===== src/rtl/uart_rx_frame_receiver_if.sv =====
// Serial line plus received-pack outputs of the UART receive core.
// slave = receiver side, master = line driver / pack consumer.
interface uart_rx_frame_receiver_if #(
    parameter int DATA_BITS = 8
);
    logic                 IN_RX_SERIAL;
    logic [DATA_BITS-1:0] OUT_RX_DATA;
    logic                 OUT_RX_DATA_READY;
    logic                 OUT_RX_PARITY_ERROR;
    logic                 OUT_RX_FRAME_ERROR;
    logic                 OUT_RX_ERROR;
    logic                 OUT_RX_ACTIVE;

    modport slave (
        input  IN_RX_SERIAL,
        output OUT_RX_DATA, OUT_RX_DATA_READY, OUT_RX_PARITY_ERROR,
               OUT_RX_FRAME_ERROR, OUT_RX_ERROR, OUT_RX_ACTIVE
    );

    modport master (
        output IN_RX_SERIAL,
        input  OUT_RX_DATA, OUT_RX_DATA_READY, OUT_RX_PARITY_ERROR,
               OUT_RX_FRAME_ERROR, OUT_RX_ERROR, OUT_RX_ACTIVE
    );
endinterface


===== src/rtl/uart_rx_frame_receiver.sv =====
// UART receive core: start, LSB-first data, optional parity, N stop bits,
// mid-bit sampling, one-cycle ready strobe with per-frame error flags.
module uart_rx_frame_receiver #(
    parameter int UART_BAUD_RATE           = 9600,
    parameter int CLOCK_FREQUENCY          = 50000000,
    parameter int PARITY                   = 1,
    parameter int NUM_OF_DATA_BITS_IN_PACK = 8,
    parameter int NUMBER_STOP_BITS         = 2
) (
    input  logic                     IN_CLOCK,
    input  logic                     IN_RESET_N,
    uart_rx_frame_receiver_if.slave  bus
);
    localparam int CLKS_PER_BIT = CLOCK_FREQUENCY / UART_BAUD_RATE;
    localparam int HALF_BIT     = CLKS_PER_BIT / 2;
    localparam int CW           = $clog2(CLKS_PER_BIT) + 1;
    localparam int DW           = NUM_OF_DATA_BITS_IN_PACK;
    localparam int IW           = $clog2(DW);

    localparam logic [CW-1:0] CNT_LAST  = CW'(CLKS_PER_BIT - 1);
    localparam logic [CW-1:0] HALF_LAST = CW'(HALF_BIT - 1);
    localparam logic [IW-1:0] IDX_LAST  = IW'(DW - 1);
    localparam logic          STOP_LAST = (NUMBER_STOP_BITS == 2);
    localparam logic          ODD       = (PARITY == 2);

    typedef enum logic [2:0] {
        S_IDLE, S_START, S_DATA, S_PARITY, S_STOP, S_DONE
    } state_t;

    state_t          r_state;
    logic            r_rx_meta, r_rx_s;
    logic [CW-1:0]   r_cnt;
    logic [IW-1:0]   r_bit_idx;
    logic            r_stop_idx;
    logic [DW-1:0]   r_shift;
    logic            r_pe_latch, r_fe_latch;
    logic [DW-1:0]   r_data;
    logic            r_ready, r_perr, r_ferr, r_err, r_active;

    // Synchroniser presets to the idle line level so reset never looks like a start bit.
    always_ff @(posedge IN_CLOCK or negedge IN_RESET_N) begin
        if (!IN_RESET_N) begin
            r_rx_meta <= 1'b1;
            r_rx_s    <= 1'b1;
        end else begin
            r_rx_meta <= bus.IN_RX_SERIAL;
            r_rx_s    <= r_rx_meta;
        end
    end

    always_ff @(posedge IN_CLOCK or negedge IN_RESET_N) begin
        if (!IN_RESET_N) begin
            r_state    <= S_IDLE;
            r_cnt      <= '0;
            r_bit_idx  <= '0;
            r_stop_idx <= 1'b0;
            r_shift    <= '0;
            r_pe_latch <= 1'b0;
            r_fe_latch <= 1'b0;
            r_data     <= '0;
            r_ready    <= 1'b0;
            r_perr     <= 1'b0;
            r_ferr     <= 1'b0;
            r_err      <= 1'b0;
            r_active   <= 1'b0;
        end else begin
            r_ready <= 1'b0;
            case (r_state)
                S_IDLE: begin
                    r_cnt <= '0;
                    if (!r_rx_s) begin
                        r_state  <= S_START;
                        r_active <= 1'b1;
                    end
                end
                S_START: begin
                    if (r_cnt == HALF_LAST) begin
                        r_cnt      <= '0;
                        r_bit_idx  <= '0;
                        r_pe_latch <= 1'b0;
                        r_fe_latch <= 1'b0;
                        // A start bit that is high again at mid-bit was a glitch.
                        if (r_rx_s) begin
                            r_state  <= S_IDLE;
                            r_active <= 1'b0;
                        end else begin
                            r_state <= S_DATA;
                        end
                    end else begin
                        r_cnt <= r_cnt + 1'b1;
                    end
                end
                S_DATA: begin
                    if (r_cnt == CNT_LAST) begin
                        r_cnt              <= '0;
                        r_shift[r_bit_idx] <= r_rx_s;
                        if (r_bit_idx == IDX_LAST) begin
                            r_stop_idx <= 1'b0;
                            r_state    <= (PARITY != 0) ? S_PARITY : S_STOP;
                        end else begin
                            r_bit_idx <= r_bit_idx + 1'b1;
                        end
                    end else begin
                        r_cnt <= r_cnt + 1'b1;
                    end
                end
                S_PARITY: begin
                    if (r_cnt == CNT_LAST) begin
                        r_cnt      <= '0;
                        r_pe_latch <= ((^r_shift) ^ r_rx_s) != ODD;
                        r_stop_idx <= 1'b0;
                        r_state    <= S_STOP;
                    end else begin
                        r_cnt <= r_cnt + 1'b1;
                    end
                end
                S_STOP: begin
                    if (r_cnt == CNT_LAST) begin
                        r_cnt <= '0;
                        if (!r_rx_s) r_fe_latch <= 1'b1;
                        if (r_stop_idx == STOP_LAST) r_state <= S_DONE;
                        else                         r_stop_idx <= 1'b1;
                    end else begin
                        r_cnt <= r_cnt + 1'b1;
                    end
                end
                S_DONE: begin
                    r_cnt    <= '0;
                    r_data   <= r_shift;
                    r_perr   <= r_pe_latch;
                    r_ferr   <= r_fe_latch;
                    r_err    <= r_pe_latch | r_fe_latch;
                    r_ready  <= 1'b1;
                    r_active <= 1'b0;
                    r_state  <= S_IDLE;
                end
                default: r_state <= S_IDLE;
            endcase
        end
    end

    assign bus.OUT_RX_DATA         = r_data;
    assign bus.OUT_RX_DATA_READY   = r_ready;
    assign bus.OUT_RX_PARITY_ERROR = r_perr;
    assign bus.OUT_RX_FRAME_ERROR  = r_ferr;
    assign bus.OUT_RX_ERROR        = r_err;
    assign bus.OUT_RX_ACTIVE       = r_active;
endmodule


===== src/flat_wrapper.sv =====
// flat-port wrapper written by rule: the top's interface ports become plain ports
module uart_rx_frame_receiver_flat 
#(
    parameter int UART_BAUD_RATE           = 9600,
    parameter int CLOCK_FREQUENCY          = 50000000,
    parameter int PARITY                   = 1,
    parameter int NUM_OF_DATA_BITS_IN_PACK = 8,
    parameter int NUMBER_STOP_BITS         = 2
)
  (IN_CLOCK, IN_RESET_N, bus_IN_RX_SERIAL, bus_OUT_RX_DATA, bus_OUT_RX_DATA_READY, bus_OUT_RX_PARITY_ERROR, bus_OUT_RX_FRAME_ERROR, bus_OUT_RX_ERROR, bus_OUT_RX_ACTIVE);
  uart_rx_frame_receiver_if #(.DATA_BITS(8)) bus_i ();
  input  logic IN_CLOCK;
  input  logic IN_RESET_N;
  input wire logic [$bits(bus_i.IN_RX_SERIAL)-1:0] bus_IN_RX_SERIAL;
  output wire logic [$bits(bus_i.OUT_RX_DATA)-1:0] bus_OUT_RX_DATA;
  output wire logic [$bits(bus_i.OUT_RX_DATA_READY)-1:0] bus_OUT_RX_DATA_READY;
  output wire logic [$bits(bus_i.OUT_RX_PARITY_ERROR)-1:0] bus_OUT_RX_PARITY_ERROR;
  output wire logic [$bits(bus_i.OUT_RX_FRAME_ERROR)-1:0] bus_OUT_RX_FRAME_ERROR;
  output wire logic [$bits(bus_i.OUT_RX_ERROR)-1:0] bus_OUT_RX_ERROR;
  output wire logic [$bits(bus_i.OUT_RX_ACTIVE)-1:0] bus_OUT_RX_ACTIVE;
  assign bus_i.IN_RX_SERIAL = bus_IN_RX_SERIAL;
  assign bus_OUT_RX_DATA = bus_i.OUT_RX_DATA;
  assign bus_OUT_RX_DATA_READY = bus_i.OUT_RX_DATA_READY;
  assign bus_OUT_RX_PARITY_ERROR = bus_i.OUT_RX_PARITY_ERROR;
  assign bus_OUT_RX_FRAME_ERROR = bus_i.OUT_RX_FRAME_ERROR;
  assign bus_OUT_RX_ERROR = bus_i.OUT_RX_ERROR;
  assign bus_OUT_RX_ACTIVE = bus_i.OUT_RX_ACTIVE;
  uart_rx_frame_receiver #(.UART_BAUD_RATE(UART_BAUD_RATE), .CLOCK_FREQUENCY(CLOCK_FREQUENCY), .PARITY(PARITY), .NUM_OF_DATA_BITS_IN_PACK(NUM_OF_DATA_BITS_IN_PACK), .NUMBER_STOP_BITS(NUMBER_STOP_BITS)) u_core (.IN_CLOCK(IN_CLOCK), .IN_RESET_N(IN_RESET_N), .bus(bus_i));
endmodule

===== config.mk =====
export PLATFORM = sky130hd
export DESIGN_NAME = uart_rx_frame_receiver_flat
export DESIGN_NICKNAME = d
export VERILOG_FILES = /design/src/rtl/uart_rx_frame_receiver_if.sv /design/src/rtl/uart_rx_frame_receiver.sv /design/src/flat_wrapper.sv
export SDC_FILE = /design/constraint.sdc
export NUM_CORES = 1
export LEC_CHECK = 0
export CAP_MARGIN = 15
export CORE_ASPECT_RATIO = 2
export CORE_UTILIZATION = 46
export DETAILED_ROUTE_END_ITERATION = 10
export GPL_ROUTABILITY_DRIVEN = 0
export PLACE_DENSITY_LB_ADDON = 0.2
export SLEW_MARGIN = 40
export SYNTH_ARGS = -nofsm -noshare
export SYNTH_HDL_FRONTEND = slang
export SYNTH_SLANG_ARGS = --single-unit

===== constraint.sdc =====
create_clock -name IN_CLOCK -period 2.2 [get_ports IN_CLOCK]
set_input_delay 0.22 -clock IN_CLOCK [delete_from_list [all_inputs] [get_ports IN_CLOCK]]
set_output_delay 0.22 -clock IN_CLOCK [all_outputs]
set_load 0.03 [all_outputs]

== After elaboration in Yosys (flattened, before gate mapping) ==
Index checks and enable logic that the tools add are counted.
Word-level totals
  register bits: 46
  input port bits: 3
  output and inout port bits: 13
  word-level logic and storage cells: 91
Operators by class
  add/subtract/negate cells: 2
  magnitude comparators: 2
  eq/ne operators: 18
  muxes and demuxes: 34
  bitwise gates (word level): 2
  reduce and logical (&&, ||, !) cells: 18
Operators with widths (number)
  14-bit case mux with 3 select lines: 1
  3-bit two-way mux: 10
  14-bit two-way mux: 2
  3-bit case mux with 5 select lines: 1
  14-bit by 1-bit adder with 14-bit output, second input constant: 1
  14-bit by 12-bit equality test with 1-bit output, second input constant: 1
  14-bit by 13-bit equality test with 1-bit output, second input constant: 1
  2-bit by 1-bit inequality test with 1-bit output, second input constant: 7
  1-bit two-way mux: 12
  4-bit AND reduction: 3
  3-bit equality test, second input constant: 3
  3-bit nonzero test: 3
  8-bit bitwise mux: 1
  8-bit parity: 1
  7-bit AND reduction: 1
  3-bit by 2-bit equality test with 1-bit output, second input constant: 2
  2-bit inequality test, second input constant: 3
  1-bit case mux with 3 select lines: 2
  3-bit case mux with 2 select lines: 1
  2-bit nonzero test: 3
  5-bit AND reduction: 1
  3-bit by 4-bit < comparator with 1-bit output, second input constant: 1
  1-bit case mux with 2 select lines: 2
  3-bit by 1-bit adder with 3-bit output, second input constant: 1
  12 further kinds: 12

== Logic depth before layout (Yosys ltp) ==
Gate-level depths: netlist of run 1.
  word-level depth: 5
  depth in mapped cells: 7
  gate-level depth less buffers: 6

== Least setup slack after synthesis of run 1 ==
No wires, ideal clock.
  kind: register to register
  from: reg u_core.r_cnt[0]
  to: reg u_core.r_shift[2]
  library setup time: 125 ps
  arrival time: 2212 ps
  data required time: 2075 ps
  slack: -137 ps
  stages on the path, launching flop included: 7
  path buffers: 0
  period minus slack after synthesis: 2337 ps
  path through: dfrtp_1 ha_1 or4b_4 nor4_4 nand3b_1 nor3b_1 mux2_2
Between the ends
  word-level cells in the longest chain between the ends: 2
Ends and longest elaborated chain
  start, declared: line uart_rx_frame_receiver.sv:32  | logic [CW-1:0] r_cnt;
  start signal, assigned: line uart_rx_frame_receiver.sv:90  | r_cnt <= r_cnt + 1'b1;
  start signal, assigned: line uart_rx_frame_receiver.sv:104  | r_cnt <= r_cnt + 1'b1;
  start signal, assigned: line uart_rx_frame_receiver.sv:114  | r_cnt <= r_cnt + 1'b1;
  14-bit by 13-bit equality test with 1-bit output: line uart_rx_frame_receiver.sv:94  | if (r_cnt == CNT_LAST) begin
  2-bit AND reduction (no line)
  end signal, assigned by index: line uart_rx_frame_receiver.sv:96  | r_shift[r_bit_idx] <= r_rx_s;
  end, declared: line uart_rx_frame_receiver.sv:35  | logic [DW-1:0] r_shift;
Every way passes these cells.
A chain may end at the register's enable or synchronous reset.

== Worst setup path after layout of run 1 ==
  from: reg u_core.r_cnt[0]
  to: reg u_core.r_bit_idx[0]
Between the ends
  word-level cells in the longest chain between the ends: 3
Ends and longest elaborated chain
  14-bit by 13-bit equality test with 1-bit output / 14-bit by 12-bit equality test with 1-bit output (equally long branches): line uart_rx_frame_receiver.sv:94, uart_rx_frame_receiver.sv:77
  2-bit by 1-bit inequality test with 1-bit output (no line)
  4-bit AND reduction (no line) *
  end signal, assigned: line uart_rx_frame_receiver.sv:101  | r_bit_idx <= r_bit_idx + 1'b1;
  end, declared: line uart_rx_frame_receiver.sv:33  | logic [IW-1:0] r_bit_idx;
Every way passes the cells marked *; elsewhere a longest branch is shown, timed or not.

==> out/metrics.csv, run 1 <==
metric,value,unit
dieArea,5287,sq um
antenna_found_initial,0,
drc,0,
dr_wl_met3,109,um
wirelength,4610,um
dp.cells,297,
start_util,47.56,%
synthFlopType,dfrtp_1,
rsz0062_at_grt,true,
synth_area_per_cell,10.61,sq um
coreArea,4820,sq um
final_hold_viol_count,4,
power,1.499,mW
period_share,100.7,%
numPortBuffers,15,
path_cells,"ha_2, or4b_4, or4_4, and3_4, a21oi_2, a21bo_2",
cpPeakStageDelay,550,ps
start_kind,flop,
met1Wirelength,1733,um
crit_required,2400,ps
seqCellArea,1154,sq um
final_layout_size_suffix_gt1_share,26.80,%
clk_pin_slew,90,ps
violations,"negative hold slack, negative setup slack",
track_usage,19.63,%
grt_max_degree,47,
ys_seq_area_share,50.33,%
die_w,51.92,um
crit_slowest_cell,or4_4,
cts_root_buf,clkbuf_8,
vias,1726,
final_cell_count_no_fill,307,
ys_warn_count,0,
maxCapViolations,0,
num_antenna_cells,0,
synth_edf_count,0,
slew_violations,0,
layout.nets,255,
synth_seq_cells,46,
rows,36,
synthArstFlopShare,100.0,%
ioPinCount,16,
synth.distinct_cells,47,
num-fill-cells,444,
drt-pass1-iter-count,6,
timing.hold.ws,-6.860,ps
postRouteAntennaNets,0,
setup_viol,1,
cellPowerDensity,538.4,nW/um^2
fin_util,57.79,%
clock_latency,300,ps
worstPathArrival,2420,ps
cts_tree,built,
critPathMaxFanout,6,
clk_path_buf_depth,2,
setup.worst_path.class,reg -> reg,
synthesis.instances,216,
top_layer_used,met4,
vdd_ir_drop_max,487.5,uV
multi_input_area,1125,sq um
vias_per_cell,5.622,
clock_sinks,46,
holdBufCountCts,0,
max_slew.worst_pin.slew,593.7,ps
gr-total-overflow,0,
numCtsBuffers,5,
htree_levels,2,
grt_pass1_vias,1645,
fmax,0.4515,GHz
synth.cell_area,2292,sq um
fin_crit,2215,ps
syn_to_final_growth,21.51,%
synth_fp_nets,222,
clock_skew,9.235,ps
cp_top_family,simple AND/OR/NAND/NOR gates,
relSlewSlack,60.30,%
cellLeakagePower,1.292,nW
critPathBufInv,0,
dp_hpwl,3387,um
fp.dieH,101.8,um
fin_ws,-14.74,ps
cp-end-kind,flop,
grt_first_pass_wirelength,7458,um
place_ws,-29.24,ps
met2WireLength,2578,um
hp-class,in -> async,
wl_per_cell,15.02,um
status,"complete, but fails checks",
drtIter0Drc,42,
## cell usage after synthesis, types with 5 or more instances
library cell | n | share of area, %
dfrtp_1 | 44 | 48
nand2_1 | 21 | 3.4
nor2_1 | 19 | 3.1
mux2_2 | 16 | 7.9
xnor2_1 | 10 | 3.8
o21ai_0 | 9 | 2.0
clkbuf_1 | 8 | 1.3
nor3_1 | 7 | 1.5
xor2_1 | 7 | 2.7
a21oi_1 | 6 | 1.3
nand3_1 | 6 | 1.3
nand3b_1 | 5 | 1.6
## worst register-to-register path: stages (launching register included)
cell     delay [ps]
dfrtp_1         390
ha_2            190
or4b_4          500
or4_4           550
and3_4          200
a21oi_2          80
a21bo_2         220
## power by group
part | internal, mW | switching (mW)
logic | 0.00704 | 0.0218
registers | 0.848 | 0.000808
clock network | 0.334 | 0.287
## sequential cells by signal, indices dropped and copies added (netlist names)
name,flops
u_core.r_state,3
u_core.bus.OUT_RX_FRAME_ERROR,1
u_core.r_bit_idx,3
u_core.bus.OUT_RX_ACTIVE,1
u_core.bus.OUT_RX_PARITY_ERROR,1
u_core.r_shift,8
u_core.bus.OUT_RX_DATA_READY,1
u_core.r_cnt,14
u_core.r_rx_s,1
u_core.bus.OUT_RX_DATA,8
u_core.r_pe_latch,1
u_core.bus.OUT_RX_ERROR,1
u_core.r_stop_idx,1
u_core.r_rx_meta,1
u_core.r_fe_latch,1
## area by class of cell
type	count	area share, %
clock buffers	5	2.471
clock inverters	3	1.438
inverters	3	0.4043
multi-input cells	157	40.39
flip-flops and latches	46	41.42
well taps	57	2.561
repair buffers	36	11.32
## routing by layer
metal | vias to the layer above | GRT usage, %
li1 | 833 | -
met1 | 837 | 18.97
met2 | 41 | 36.39
met3 | 15 | 3.571
met4 | 0 | 12.06
met5 | - | 0
## what timing repair did
| action | in CTS | in global routing |
|---|---|---|
| pin swaps | 2 | 3 |
| gates resized for setup | 2 | 4 |
| setup endpoints to repair | 3 | 13 |
| setup buffers | 0 | 2 |
## per-stage QoR
stage	cell area [sq um]	hold WS, ps	TNS, ps
3_3_place_gp	2635	341.6	0
3_5_place_dp	2635	343.3	-41.08
5_1_grt	2785	58.06	-427.9
2_1_floorplan	2312	-75.59	-19.41
6_report	2785	-6.860	-14.74
4_1_cts	2753	7.764	-17.19
## placed cells by master (no fill, tap or decap), types with 2 or more instances in the layout
cell type         n
a31oi_1           2
dfrtp_1          44
and2_1            3
xor2_1            7
o21ai_0           9
dfstp_2           2
clkinv_2          2
mux2_2           14
nor4_1            2
ha_1              2
buf_4            20
a21oi_1           5
xnor2_1          10
o2bb2ai_1         3
inv_1             3
mux2_4            2
o31ai_1           3
or4b_4            2
nand3_1           6
clkbuf_8          5
o32a_1            2
nor3_1            6
nor3b_2           2
clkdlybuf4s50_1  14
nand2b_1          3
nor2_1           19
or3b_2            2
nand4_1           2
nand2_1          21
and3_1            3
nand3b_1          5
a31o_2            2
## cell families after synthesis
logic type	after synthesis	synth area share, %
mux	16	7.860
flops	46	50.33
fa+ha+maj	4	2.129
buf+inv	13	2.347
simple gates	88	21.29
compound gates	32	9.553
xor+xnor	17	6.496
## path summary, 6_finish.rpt
check,start,to,slack (ps),depth (start not counted)
worst max-delay path,u_core.r_cnt[0],u_core.r_bit_idx[0],-10,6
worst min-delay path,IN_RESET_N,u_core.bus.OUT_RX_DATA_READY,-7,2
worst max register to register,u_core.r_cnt[0],u_core.r_bit_idx[0],-10,6
worst min register to register,u_core.r_rx_meta,u_core.r_rx_s,360,0
max in group asynchronous,IN_RESET_N,u_core.r_cnt[11],1810,2
min in group IN_CLOCK,bus_IN_RX_SERIAL,u_core.r_rx_meta,320,1
Power figures use the tool's default switching activity.
==> inputs of run 2 (changes only) <==
--- a/config.mk
+++ b/config.mk
@@ -9,8 +9,8 @@
 export CORE_ASPECT_RATIO = 2
 export CORE_UTILIZATION = 46
 export DETAILED_ROUTE_END_ITERATION = 10
-export GPL_ROUTABILITY_DRIVEN = 0
 export PLACE_DENSITY_LB_ADDON = 0.2
+export SKIP_LAST_GASP = 1
 export SLEW_MARGIN = 40
 export SYNTH_ARGS = -nofsm -noshare
 export SYNTH_HDL_FRONTEND = slang
==> run 2 against run 1 <==
Effect of this change:
- the run still ends with negative hold slack, negative setup slack left
- combinational power is essentially flat
- register-to-register slack lost 20 ps
- largest cell class unchanged
- cell area shrank 0.18%
- critical path depth is the same
- highest routed layer unchanged
- die area is the same
- global-route usage is the same
- routed wire length shrank 0.50%
- critical path type unchanged
==> out/metrics.csv, run 2 (same netlist as run 1, synthesis figures left out) <==
metric,value,unit
status,"complete, but fails checks",
violations,"negative hold slack, negative setup slack",
maxCapViolations,0,
r2r-start,u_core.r_cnt[0],
final_layout_size_suffix_gt1_share,26.80,%
wirelength,4587,um
fin_ws,-30.75,ps
postRouteAntennaNets,0,
final_common_cell,dfrtp_1,
wl_per_cell,14.94,um
vias,1723,
gr-total-overflow,0,
clock_latency,300,ps
start_kind,flop,
period_share,101.4,%
crit_start,u_core.r_cnt[0],
gp_congestion,0.8023,
timing.hold.ws,-8.041,ps
grt_max_degree,47,
fin_crit,2231,ps
cellPowerDensity,538.9,nW/um^2
fmax,0.4483,GHz
cp-end-kind,flop,
largest_register_ffs,14,
regMostFlops,u_core.r_cnt,
rsz0062_at_grt,true,
place_ws,-29.24,ps
dp.cells,297,
dieArea,5287,sq um
syn_to_final_growth,21.29,%
power,1.498,mW
final_cell_count_no_fill,307,
vdd_ir_drop_max,487.6,uV
clock_sinks,46,
coreArea,4820,sq um
clk_path_buf_depth,2,
clock_skew,6.593,ps
final_hold_viol_count,5,
grt_first_pass_wirelength,7458,um
fin_util,57.68,%
numCtsBuffers,5,
slew_violations,0,
critPathMaxFanout,6,
worstPathArrival,2430,ps
drtIter0Drc,36,
vias_per_cell,5.612,
dp_hpwl,3387,um
setup.worst_path.class,reg -> reg,
hp-class,in -> async,
relSlewSlack,60.23,%
rows,36,
setup_viol,2,
cts_root_buf,clkbuf_8,
start_util,47.56,%
crit_required,2400,ps
cts_tree,built,
layout.nets,255,
clk_pin_slew,90,ps
num_antenna_cells,0,
track_usage,19.63,%
drt-pass1-iter-count,4,
grt_pass1_vias,1645,
cellLeakagePower,1.284,nW
htree_levels,2,
max_slew.worst_pin.slew,594.7,ps
fp.dieH,101.8,um
antenna_found_initial,0,
die_w,51.92,um
numPortBuffers,15,
final_cell_mix,"dfrtp_1 (44), nand2_1 (21), buf_4 (20), nor2_1 (19), mux2_2 (15)",
ioPinCount,16,
drc,0,
[run 2: cell types whose count changed in the layout (fill, tap and decap cells not counted)]
cell and delta:
nor3_2 -1, a21oi_2 +1, a21oi_1 -1, mux2_4 -1, and3_4 +1, mux2_2 +1
nor3b_1 +1, nor3_1 +1, and3_1 -1, nor3b_2 -1
[run 2: metal layers]
| metal | GRT usage, % | part of all wire [%] | vias up | wire length [um] |
|---|---|---|---|---|
| met1 | 18.97 | 38 | 842 | 1722 |
| met3 | 3.571 | 2.1 | 13 | 96 |
| met4 | 12.06 | 4.0 | 0 | 184 |
| met5 | 0 | 0 | - | 0 |
| met2 | 36.39 | 56 | 32 | 2584 |
| li1 | - | - | 836 | - |
[run 2: worst paths after layout]
path                                                 to  slack, ps  cells past startpoint
max in group asynchronous              u_core.r_cnt[10]       1810                      2
setup / recovery                    u_core.r_bit_idx[0]        -30                      6
setup reg to reg                    u_core.r_bit_idx[0]        -30                      6
hold reg to reg                           u_core.r_rx_s        360                      0
min in group IN_CLOCK                  u_core.r_rx_meta        320                      1
hold / removal             u_core.bus.OUT_RX_DATA_READY         -8                      2
[run 2: timing repair]
action,in CTS,in global routing
gates resized for setup,1,4
pin swaps,2,2
setup endpoints to repair,3,13
setup buffers,0,2
cloned,0,0
hold buffers,0,0
[run 2: power by group]
group	switching (mW)	internal, mW
Combinational	0.0218	0.00702
Clock	0.286	0.334
Sequential	0.000802	0.848
Total	0.309	1.19
[run 2: per-stage QoR]
step                cell area, sq um  hold WS, ps  TNS (ps)
floorplan                       2312       -75.59    -19.41
global placement                2635        341.6         0
detailed placement              2635        343.3    -41.08
CTS                             2749        7.764    -25.12
global route                    2780        58.06    -344.8
finish                          2780       -8.041    -39.59
[run 2: final cells by class]
| type | instances | area (sq um) |
|---|---|---|
| clock inverter | 3 | 40.04 |
| multi-input combinational | 157 | 1120 |
| sequential | 46 | 1154 |
| fill | 443 | 2039 |
| timing repair buffer | 36 | 315.3 |
| clock buffer | 5 | 68.82 |
| inverter | 3 | 11.26 |
| tap | 57 | 71.32 |
[run 2: critical path, cell delays in order, from the launching register on]
cell and delay [ps]:
dfrtp_1 390, ha_2 200, or4b_4 500, or4_4 550, and3_4 200, a21oi_2 80
a21bo_2 210
